## src/rtl/axi4_lite_pkg.sv

```systemverilog
// Shared AXI4-Lite definitions for the bus-layer masters and arbiters.
// Holds the arbiter state encoding, response codes and default widths.
package axi4_lite_pkg;

    localparam int AXI_DEFAULT_ADDR_WIDTH = 32;
    localparam int AXI_DEFAULT_DATA_WIDTH = 32;
    localparam int AXI_DEFAULT_STRB_WIDTH = AXI_DEFAULT_DATA_WIDTH / 8;

    localparam logic [1:0] AXI_RESP_OKAY = 2'b00;

    localparam int ARB_PERF_CNT_WIDTH = 16;

    typedef enum logic [1:0] {
        ARB_IDLE      = 2'd0,
        ARB_ISSUE     = 2'd1,
        ARB_WAIT_ACK  = 2'd2,
        ARB_WAIT_DONE = 2'd3
    } arb_state_t;

    function automatic int arb_idx_width(input int n);
        return (n > 1) ? $clog2(n) : 1;
    endfunction

endpackage

```

## src/rtl/axi4_lite_write_arbiter_rr_arbiter.sv

```systemverilog
// Combinational round-robin pick: first set request after last_grant.
// Shared by the write- and read-side arbiters.
module rr_arbiter
    import axi4_lite_pkg::*;
#(
    parameter int NUM_REQ = 2,
    parameter int IDXW    = arb_idx_width(NUM_REQ)
) (
    input  logic [NUM_REQ-1:0] req,
    input  logic [IDXW-1:0]    last_grant,
    output logic [NUM_REQ-1:0] grant_onehot,
    output logic [IDXW-1:0]    grant_idx,
    output logic               grant_valid
);

    int            idx;
    logic [IDXW-1:0] idx_w;

    // scan last_grant+1 .. last_grant+NUM_REQ and take the first hit
    always_comb begin
        grant_onehot = '0;
        grant_idx    = '0;
        grant_valid  = 1'b0;
        idx          = 0;
        idx_w        = '0;
        for (int k = 1; k <= NUM_REQ; k++) begin
            idx   = (int'(last_grant) + k) % NUM_REQ;
            idx_w = IDXW'(idx);
            if (!grant_valid && req[idx_w]) begin
                grant_valid         = 1'b1;
                grant_idx           = idx_w;
                grant_onehot[idx_w] = 1'b1;
            end
        end
    end

endmodule

```

## src/rtl/axi4_lite_write_arbiter.sv

```systemverilog
// Round-robin write arbiter in front of one axi4_lite_write_master.
// WRITE_ARB_PERF_CNT_EN adds per-requester grant counters (grant_count, perf_clr).
module axi4_lite_write_arbiter
    import axi4_lite_pkg::*;
#(
    parameter int NUM_REQ    = 2,
    parameter int ADDR_WIDTH = AXI_DEFAULT_ADDR_WIDTH,
    parameter int DATA_WIDTH = AXI_DEFAULT_DATA_WIDTH,
    parameter int STRB_WIDTH = DATA_WIDTH / 8
) (
    input  logic                          clk,
    input  logic                          rst_n,
    input  logic [NUM_REQ-1:0]            req_valid,
    input  logic [NUM_REQ*ADDR_WIDTH-1:0] req_addr,
    input  logic [NUM_REQ*DATA_WIDTH-1:0] req_data,
    input  logic [NUM_REQ*STRB_WIDTH-1:0] req_strb,
    output logic [NUM_REQ-1:0]            req_ready,
    output logic [NUM_REQ-1:0]            req_done,
    output logic                          arb_busy,
    output logic                          write_start,
    output logic [ADDR_WIDTH-1:0]         write_addr,
    output logic [DATA_WIDTH-1:0]         write_data,
    output logic [STRB_WIDTH-1:0]         write_strobe,
`ifdef WRITE_ARB_PERF_CNT_EN
    input  logic                          perf_clr,
    output logic [NUM_REQ*16-1:0]         grant_count,
`endif
    input  logic                          write_busy
);

    localparam int IDXW = arb_idx_width(NUM_REQ);

    arb_state_t          state_q;
    logic [IDXW-1:0]     last_grant_q;
    logic [NUM_REQ-1:0]  grant_oh_q;

    logic [NUM_REQ-1:0]  pick_oh;
    logic [IDXW-1:0]     pick_idx;
    logic                pick_valid;
    logic                grant_fire;

    logic [ADDR_WIDTH-1:0] sel_addr;
    logic [DATA_WIDTH-1:0] sel_data;
    logic [STRB_WIDTH-1:0] sel_strb;

    rr_arbiter #(
        .NUM_REQ (NUM_REQ),
        .IDXW    (IDXW)
    ) u_rr (
        .req          (req_valid),
        .last_grant   (last_grant_q),
        .grant_onehot (pick_oh),
        .grant_idx    (pick_idx),
        .grant_valid  (pick_valid)
    );

    // no grant while a foreign transfer runs or while req_done is pulsing
    assign grant_fire = rst_n
                      && (state_q == ARB_IDLE)
                      && pick_valid
                      && !write_busy
                      && !(|req_done);

    assign req_ready = grant_fire ? pick_oh : '0;
    assign arb_busy  = (state_q != ARB_IDLE);

    // one-hot mux of the winning requester's payload slice
    always_comb begin
        sel_addr = '0;
        sel_data = '0;
        sel_strb = '0;
        for (int i = 0; i < NUM_REQ; i++) begin
            if (pick_oh[i]) begin
                sel_addr = req_addr[i*ADDR_WIDTH +: ADDR_WIDTH];
                sel_data = req_data[i*DATA_WIDTH +: DATA_WIDTH];
                sel_strb = req_strb[i*STRB_WIDTH +: STRB_WIDTH];
            end
        end
    end

    // grant / issue / wait-ack / wait-done sequencing with registered outputs
    always_ff @(posedge clk or negedge rst_n) begin
        if (!rst_n) begin
            state_q      <= ARB_IDLE;
            last_grant_q <= IDXW'(NUM_REQ - 1);
            grant_oh_q   <= '0;
            write_start  <= 1'b0;
            write_addr   <= '0;
            write_data   <= '0;
            write_strobe <= '0;
            req_done     <= '0;
        end else begin
            write_start <= 1'b0;
            req_done    <= '0;
            unique case (state_q)
                ARB_IDLE: begin
                    if (grant_fire) begin
                        state_q      <= ARB_ISSUE;
                        last_grant_q <= pick_idx;
                        grant_oh_q   <= pick_oh;
                        write_addr   <= sel_addr;
                        write_data   <= sel_data;
                        write_strobe <= sel_strb;
                        write_start  <= 1'b1;
                    end
                end
                ARB_ISSUE: begin
                    state_q <= ARB_WAIT_ACK;
                end
                ARB_WAIT_ACK: begin
                    if (write_busy) begin
                        state_q <= ARB_WAIT_DONE;
                    end
                end
                ARB_WAIT_DONE: begin
                    if (!write_busy) begin
                        state_q  <= ARB_IDLE;
                        req_done <= grant_oh_q;
                    end
                end
                default: begin
                    state_q <= ARB_IDLE;
                end
            endcase
        end
    end

`ifdef WRITE_ARB_PERF_CNT_EN
    logic [15:0] cnt_q [NUM_REQ];

    // saturating per-requester grant counters; clear beats increment
    always_ff @(posedge clk or negedge rst_n) begin
        if (!rst_n) begin
            for (int i = 0; i < NUM_REQ; i++) begin
                cnt_q[i] <= '0;
            end
        end else begin
            for (int i = 0; i < NUM_REQ; i++) begin
                if (perf_clr) begin
                    cnt_q[i] <= '0;
                end else if (req_ready[i] && (cnt_q[i] != 16'hFFFF)) begin
                    cnt_q[i] <= cnt_q[i] + 16'd1;
                end
            end
        end
    end

    // flatten counters onto the output bus
    always_comb begin
        grant_count = '0;
        for (int i = 0; i < NUM_REQ; i++) begin
            grant_count[i*16 +: 16] = cnt_q[i];
        end
    end
`endif

endmodule

```

## config.mk

```make
export PLATFORM = sky130hd
export DESIGN_NAME = axi4_lite_write_arbiter
export DESIGN_NICKNAME = d
export VERILOG_FILES = /design/src/rtl/axi4_lite_pkg.sv /design/src/rtl/axi4_lite_write_arbiter_rr_arbiter.sv /design/src/rtl/axi4_lite_write_arbiter.sv
export SDC_FILE = /design/constraint.sdc
export NUM_CORES = 1
export LEC_CHECK = 0
export ABC_AREA = 1
export BUFFER_PORTS_ARGS = -buffer_cell sky130_fd_sc_hd__buf_2
export CAP_MARGIN = 15
export CORE_ASPECT_RATIO = 2
export CORE_MARGIN = 8
export CORE_UTILIZATION = 45
export DETAILED_ROUTE_END_ITERATION = 8
export GPL_TIMING_DRIVEN = 1
export PLACE_DENSITY = 0.83
export SLEW_MARGIN = 20
export SYNTH_ARGS = -nofsm -noshare
export SYNTH_HDL_FRONTEND = slang
export SYNTH_SLANG_ARGS = --single-unit
```

## constraint.sdc

```tcl
create_clock -name clk -period 2.35 [get_ports clk]
set_input_delay 0.705 -clock clk [delete_from_list [all_inputs] [get_ports clk]]
set_output_delay 0.705 -clock clk [all_outputs]
set_load 0.05 [all_outputs]
```

==> results.toml, run 1 <==
[setup_path]
rr_worst_depth = 11
crit_type = "register to primary output"
critPathMaxFanout = 4
cp-start-kind = "register"
required_ps = 1640
endpoint_kind = "primary output"
cp.arrival_ps = 1560

[cells_and_area]
fillers = 738
drive_above_1_share = 0.3338
multi_input_area_um2 = 1602
final_cell_area_um2 = 5520
regArea_um2 = 1903
final_cell_mix = "nand2_1, buf_2, inv_1, dfrtp_1, nand3_1"
syn_to_final_growth_pct = 40.42
final_common_cell = "nand2_1"
diodes = 0
final_nets = 916

[power]
p_int_mw = 3.936
power_frac_clock = 0.218
swShare = 0.4833
powerDensity_nw_per_um2 = 1380
peakVddDrop_v = 0.0006978
p_switching_mw = 3.682
power_frac_comb = 0.502
p_leak_nw = 3.362
seqPwrFrac = 0.280

[grt]
grt_pass1_wl_um = 19670
gr-usage-met1 = 0.2034
grt_use_total = 0.2048
grt_start_max_net_pins = 77
grt_busiest_layer = "met2"
grt_use_met2 = 0.3488
gr-total-overflow = 0
grt_pass1_vias = 4478
met3_usage = 0.04534
antenna_found_initial = 0

[yosys]
netlist_area_um2 = 3931
synth_cell_types = 20
synth_area_per_cell_um2 = 7.058
yosysWarnings = 0
synth_area_leaders = "dfrtp_1, nand2_1, nand3_1"
yosysTopAreaCellShare = 0.4774
syn_nets = 702
synth.ff_latch_count = 76
ys_seq_area_frac = 0.4841
synth_top_cell_by_area = "dfrtp_1"
netlist_instances = 557

[timing]
fin_worst_skew_ps = 11.25
max_freq_ghz = 0.4418
drv_slew = 0
tns_ps = 0
rsz0062_at_grt = "false"
relSlewSlack = 0.3764
tightest_slew_ps = 935.4
finalSetupViolCount = 0
finalHoldViolations = 0
finalCritPeriodShare = 0.9633
fin_crit_ps = 2264

[floorplan]
fp.dieH_um = 148.2
fp.coreArea_um2 = 8588
core.rowCount = 48
io-pin-count = 215
dieArea_um2 = 12160
die_w_um = 82.09
start_util = 0.4578

[place]
gp_congestion = 0.8380
hpwl_um = 9478
post_dp_cell_area_um2 = 5062
place.port_buffers = 214

[route]
wl_per_cell_um = 14.23
routed_wl_um = 12460
via_per_inst = 4.839
ant_nets = 0
drt_pre_antenna_iters = 4
drtIter0Drc = 185
drc_errors = 0
num_vias = 4239

[cts]
cts_buffers = 9
clk_path_buf_depth = 2
clk_pin_slew_ps = 60
cts_sinks = 76
clock_latency_ps = 330
cts_max_level = 3
clockRootBuffer = "clkbuf_16"
tritoncts = "done"

[run]
timing.max_cap.violations = 0

[outcome]
status = "completed"

[hold_path]
min_delay_path_depth = 2
hold_class = "register to register"
registers in the layout, indices dropped and copies added, names as in the netlist:
signal / cells
write_addr: 32
write_data: 32
write_strobe: 4
grant_oh_q: 2
req_done: 2
state_q: 2
last_grant_q: 1
write_start: 1
through the flow:
stage / cells / worst slack (ps) / utilization / power [mW] / hold WS [ps]
finish: 876 / 86.34 / 0.6428 / 7.618 / 475.1
global route: 876 / 8.653 / 0.6428 / 8.027 / 503.5
CTS: 874 / 0.8868 / 0.6399 / 7.640 / 476.0
detailed placement: 851 / 35.94 / 0.5895 / 5.863 / 459.8
global placement: 851 / 34.35 / 0.5895 / 5.762 / 458.0
floorplan: 557 / 7.135 / - / 4.844 / 409.4
worst paths after layout:
kind                                 from         endpoint  slack, ps
min in group asynchronous           rst_n   write_data[26]        640
max reg2reg                    state_q[1]  write_strobe[1]        300
max                            state_q[1]     req_ready[1]         90
max in group asynchronous           rst_n   write_data[13]       1120
min reg2reg                write_data[12]   write_data[12]        480
min                        write_data[12]   write_data[12]        480
Yosys cell counts:
master and instances:
dfstp_2 1, nor3_1 2, clkbuf_1 9, o21ai_2 1, nand2_1 217, buf_4 5, buf_1 1, nor2_1 44
ha_1 4, nor2_2 1, inv_2 2, or2_2 1, nand3_1 70, nand2_2 1, o21bai_1 1, o21ai_0 29
nor2_4 1, buf_2 15, dfrtp_1 75, inv_1 77
power groups by stage:
stage | clock network [mW] | logic [mW] | registers, mW
2_1_floorplan | 0 | 0.930 | 3.91
3_3_place_gp | 0 | 3.63 | 2.14
3_5_place_dp | 0 | 3.72 | 2.14
4_1_cts | 1.70 | 3.81 | 2.13
5_1_grt | 1.75 | 4.07 | 2.20
6_report | 1.66 | 3.82 | 2.13
layer usage:
metal  share of wire  up-vias
met5               0        -
met2            0.51      196
met3           0.065       64
met1            0.36     1872
li1                -     2107
met4           0.065        0
critical path, stage by stage, from the launching register on:
cell and delay (ps):
dfrtp_1 390, inv_2 90, ha_4 130, nand2_1 50, nor2_1 100, nand2_2 110, nor2_4 180, buf_8 170
final cells by class:
type,count,share of cell area
multi-input cells,372,0.2901
clock inverters,6,0.02471
clock buffers,10,0.04148
inverters,79,0.05372
repair buffers,233,0.2226
flip-flops and latches,76,0.3447
well taps,100,0.02267
logic make-up after synthesis:
group	count (synthesis)	share of synthesized area
DFF	76	0.4841
buffers and inverters	109	0.1136
and+or+nand+nor	337	0.3485
AOI/OAI and AO/OA	31	0.04106
adders and majority gates	4	0.01273
timing repair:
item / 4_1_cts / 5_1_grt
cloned: 0 / 0
setup endpoints to repair: 2 / 2
pin swaps: 3 / 2
resized for setup: 7 / 1
hold buffers: 0 / 0
buffers inserted: 7 / 2
Power figures use the tool's default switching activity.
==> inputs of run 2 (changes only) <==
--- a/config.mk
+++ b/config.mk
@@ -8,12 +8,14 @@
 export ABC_AREA = 1
 export BUFFER_PORTS_ARGS = -buffer_cell sky130_fd_sc_hd__buf_2
 export CAP_MARGIN = 15
+export CELL_PAD_IN_SITES_DETAIL_PLACEMENT = 1
+export CELL_PAD_IN_SITES_GLOBAL_PLACEMENT = 1
 export CORE_ASPECT_RATIO = 2
 export CORE_MARGIN = 8
-export CORE_UTILIZATION = 45
+export CORE_UTILIZATION = 30
 export DETAILED_ROUTE_END_ITERATION = 8
 export GPL_TIMING_DRIVEN = 1
-export PLACE_DENSITY = 0.83
+export PLACE_DENSITY = 0.82
 export SLEW_MARGIN = 20
 export SYNTH_ARGS = -nofsm -noshare
 export SYNTH_HDL_FRONTEND = slang
==> run 2 against run 1 <==
  * Critical path depth unchanged
  * Via count increased by 0.59%
  * Clock power decreased by 13%
  * Combinational power about the same
  * Clock-buffer cell count increased by 1
  * Cell area increased by 0.77%
  * Critical path type unchanged
  * Largest cell class unchanged
==> results.toml, run 2 (synthesis gave the netlist of run 1 again) <==
[cells_and_area]
reg_top3 = "write_addr: 32 flops, write_data: 32 flops, write_strobe: 4 flops"
drive_above_1_share = 0.3368
final_cell_mix = "nand2_1, buf_2, inv_1, dfrtp_1, nand3_1"
instances_no_fill = 927
final_common_cell = "nand2_1"
fillers = 1702
diodes = 0
final_nets = 915
syn_to_final_growth_pct = 41.50

[route]
drc_errors = 0
via_per_inst = 4.600
ant_nets = 0
drt_pre_antenna_iters = 4
routed_wl_um = 15070
top_layer = "met5"
wl_met2_um = 8660
wl_met3_um = 943
wl_per_cell_um = 16.26
drtIter0Drc = 99
num_vias = 4264
met1_length_um = 5205

[floorplan]
io-pin-count = 215
dieArea_um2 = 17250
fp.dieH_um = 177.9
core.rowCount = 59
start_util = 0.3043
die_w_um = 96.95
fp.coreArea_um2 = 12920

[cts]
clk_path_buf_depth = 2
clock_latency_ps = 330
cts_max_level = 3
cts_buffers = 9
clk_pin_slew_ps = 60
tritoncts = "done"
cts_sinks = 76
clockRootBuffer = "clkbuf_16"

[grt]
gr-total-overflow = 0
antenna_found_initial = 1
grt_pass1_vias = 4614
grt_pass1_wl_um = 24280
grt_start_max_net_pins = 51
grt_use_total = 0.1735

[setup_path]
required_ps = 1640
worstReg2RegStart = "state_q[1]"
critPathMaxFanout = 4
rr_worst_depth = 11
endpoint_kind = "primary output"
cp-start-kind = "register"
reg2reg_slack_ps = 380
cp.arrival_ps = 1550
crit_start = "state_q[1]"
crit_type = "register to primary output"

[power]
seqPwrFrac = 0.288
power_frac_clock = 0.195
powerDensity_nw_per_um2 = 1331
p_switching_mw = 3.756
p_int_mw = 3.650
peakVddDrop_v = 0.0005532
power_frac_comb = 0.517
p_leak_nw = 3.343
swShare = 0.5072

[hold_path]
hold_class = "primary input to asynchronous set/reset pin"

[place]
place.port_buffers = 214
place_inst = 908
pre_cts_ws_ps = 82.16
hpwl_um = 11640
gp_congestion = 0.7862

[outcome]
status = "completed"

[timing]
fin_worst_skew_ps = 9.463
finalCritPeriodShare = 0.9589
fin_crit_ps = 2254
finalHoldViolations = 0
rsz0062_at_grt = "true"
finalSetupViolCount = 0
max_freq_ghz = 0.4437
tns_ps = 0
tightest_slew_ps = 673.6
worst_slack_ps = 96.47
drv_slew = 0
relSlewSlack = 0.5509

[run]
timing.max_cap.violations = 0
run 2: changes by cell type in the layout (fill, tap and decap cells not counted), moves of 2 or more:
cell / before / now
bufinv_16: 4 / 1
buf_4: 21 / 17
buf_12: 0 / 3
clkbuf_8: 0 / 2
run 2: path summary, 6_finish.rpt:
kind                                       end
worst max-delay path              req_ready[0]
worst min-delay path            write_addr[21]
worst max register to register   write_addr[8]
worst min register to register  write_data[13]
max in group asynchronous       write_data[17]
min in group clk                write_data[13]
run 2: cell type report:
class	instances	area (um2)	share of cell area
inverters	79	296.5	0.05331
clock inverters	5	58.81	0.01057
flip-flops and latches	76	1903	0.3421
multi-input cells	372	1607	0.2888
repair buffers	232	1255	0.2256
well taps	152	190.2	0.03419
clock buffers	11	252.7	0.04543
run 2: critical path, stage by stage (launching register included):
cell     delay (ps)
dfrtp_1         400
inv_2            90
ha_4            150
nand2_2          70
nor2_2          110
nand2_2         100
nor2_2          130
buf_6           170
run 2: through the flow:
step	hold WS [ps]	util	power [mW]	cell area [um2]
4_1_cts	436.2	0.4306	7.524	5563
2_1_floorplan	409.4	-	4.844	3931
6_report	419.3	0.4306	7.405	5563
5_1_grt	440.0	0.4306	7.872	5563
3_5_place_dp	459.8	0.4029	5.976	5205
3_3_place_gp	457.2	0.4029	5.889	5205
run 2: power by group through the flow:
| stage | combinational (mW) | sequential (mW) | clock, mW |
|---|---|---|---|
| 2_1_floorplan | 0.930 | 3.91 | 0 |
| 3_3_place_gp | 3.76 | 2.13 | 0 |
| 3_5_place_dp | 3.82 | 2.16 | 0 |
| 4_1_cts | 3.89 | 2.14 | 1.50 |
| 5_1_grt | 4.12 | 2.21 | 1.54 |
| 6_report | 3.83 | 2.13 | 1.45 |
run 2: metal layers:
| layer | global-route usage | up-vias |
|---|---|---|
| li1 | - | 2102 |
| met1 | 0.1638 | 2015 |
| met2 | 0.3440 | 130 |
| met3 | 0.04951 | 15 |
| met4 | 0.05487 | 2 |
| met5 | 0 | - |
run 2: what timing repair did:
action,CTS,global route
pin swaps,2,2
endpoints found under the setup margin,2,2
resized for setup,7,1
hold buffers,0,0
cloned,0,0
setup buffers,3,0
==> inputs of run 3 (changes only) <==
==> constraint.sdc (replaced) <==
create_clock -name clk -period 2.43 [get_ports clk]
set_input_delay 0.729 -clock clk [delete_from_list [all_inputs] [get_ports clk]]
set_output_delay 0.729 -clock clk [all_outputs]
set_load 0.05 [all_outputs]
==> run 3 against run 2 <==
  * Worst setup slack worse by 13 ps
  * Sequential share of layout area about the same
  * Critical endpoint is now req_ready[1]
  * Clock power up 9%
  * Highest routed layer unchanged
==> results.toml, run 3 (synthesis gave the netlist of run 1 again) <==
[power]
p_leak_nw = 3.361
p_int_mw = 3.718
powerDensity_nw_per_um2 = 1312
seqPwrFrac = 0.283
p_switching_mw = 3.592
peakVddDrop_v = 0.0006233
swShare = 0.4914
power_frac_clock = 0.216
power_frac_comb = 0.501

[floorplan]
fp.dieH_um = 177.9
start_util = 0.3043
dieArea_um2 = 17250
io-pin-count = 215
die_w_um = 96.95
fp.coreArea_um2 = 12920
core.rowCount = 59

[hold_path]
hold_class = "primary input to asynchronous set/reset pin"

[setup_path]
cp-start-kind = "register"
cp.arrival_ps = 1620
endpoint_kind = "primary output"
critPathMaxFanout = 3
required_ps = 1700
crit_type = "register to primary output"

[route]
drc_errors = 0
routed_wl_um = 14650
num_vias = 4247
drt_pre_antenna_iters = 4
via_per_inst = 4.581
drtIter0Drc = 108
wl_per_cell_um = 15.80
ant_nets = 0

[timing]
fin_worst_skew_ps = 9.323
relSlewSlack = 0.4193
drv_slew = 0
tightest_slew_ps = 871.1
tns_ps = 0
max_freq_ghz = 0.4261
whs_ps = 355.8
rsz0062_at_grt = "false"
finalCritPeriodShare = 0.9659
finalHoldViolations = 0
fin_crit_ps = 2347
worst_slack_ps = 82.98
finalSetupViolCount = 0

[cells_and_area]
reg_top3 = "write_addr: 32 flops, write_data: 32 flops, write_strobe: 4 flops"
final_cell_area_um2 = 5570
diodes = 0
regArea_um2 = 1903
final_core_util = 0.4312
fillers = 1710
final_cell_mix = "nand2_1, buf_2, inv_1"
final_common_cell = "nand2_1"
syn_to_final_growth_pct = 41.69
final_nets = 915
drive_above_1_share = 0.3316
multi_input_area_um2 = 1592

[grt]
antenna_found_initial = 1
grt_pass1_wl_um = 23910
grt_use_total = 0.1714
grt_pass1_vias = 4668
gr-total-overflow = 0
grt_start_max_net_pins = 67

[place]
gp_congestion = 0.7754
pre_cts_ws_ps = 59.00
post_dp_cell_area_um2 = 5170
hpwl_um = 11170
place.port_buffers = 214

[cts]
clock_latency_ps = 330
cts_buffers = 9
cts_max_level = 3
tritoncts = "done"
clockRootBuffer = "clkbuf_16"
clk_path_buf_depth = 2
cts_sinks = 76
clk_pin_slew_ps = 60
cts_hold_buf = 0

[run]
timing.max_cap.violations = 0

[outcome]
status = "completed"
[run 3: layer usage]
layer | track usage | vias to the layer above | wire length, um
li1 | - | 2101 | -
met1 | 0.1608 | 2004 | 5140
met2 | 0.3375 | 125 | 8322
met3 | 0.05341 | 15 | 948
met4 | 0.05487 | 2 | 226
met5 | 0 | - | 10
[run 3: critical path, cell delays in order (launching register included)]
cell and delay, ps:
dfrtp_1 400, inv_2 80, ha_2 170, nand2_1 80
nor2_1 120, nand2_2 100, nor2_4 160, buf_8 170
[run 3: final cells by class]
| cell class | count | area share |
|---|---|---|
| inverter | 79 | 0.05323 |
| tap | 152 | 0.03414 |
| multi-input combinational | 372 | 0.2857 |
| clock buffer | 12 | 0.04605 |
| clock inverter | 4 | 0.01707 |
| timing repair buffer | 232 | 0.2221 |
| sequential | 76 | 0.3416 |
[run 3: path summary, 6_finish.rpt]
path	startpoint	end	slack, ps	cells past startpoint
min reg2reg	write_data[27]	write_data[27]	470	2
min	rst_n	write_addr[21]	360	2
max	state_q[0]	req_ready[1]	80	7
min in group clk	write_data[27]	write_data[27]	470	2
max in group asynchronous	rst_n	grant_oh_q[1]	980	3
max reg2reg	state_q[0]	write_data[18]	340	11
[run 3: stage by stage]
| stage | std cells | total power [mW] |
|---|---|---|
| final | 927 | 7.310 |
| after global routing | 927 | 7.755 |
| after CTS | 927 | 7.416 |
| after detailed placement | 907 | 5.758 |
| after global placement | 907 | 5.678 |
| after floorplan | 557 | 4.684 |
[run 3: power by group through the flow]
stage	Combinational, mW	Sequential, mW	Clock [mW]
final	3.66	2.07	1.58
after global routing	3.94	2.14	1.67
after CTS	3.73	2.07	1.62
after detailed placement	3.67	2.09	0
after global placement	3.61	2.07	0
after floorplan	0.899	3.78	0
[run 3: timing repair]
item	in CTS	in global routing
pin swaps	2	2
setup buffers	4	0
endpoints found under the setup margin	2	2
resized for setup	6	1
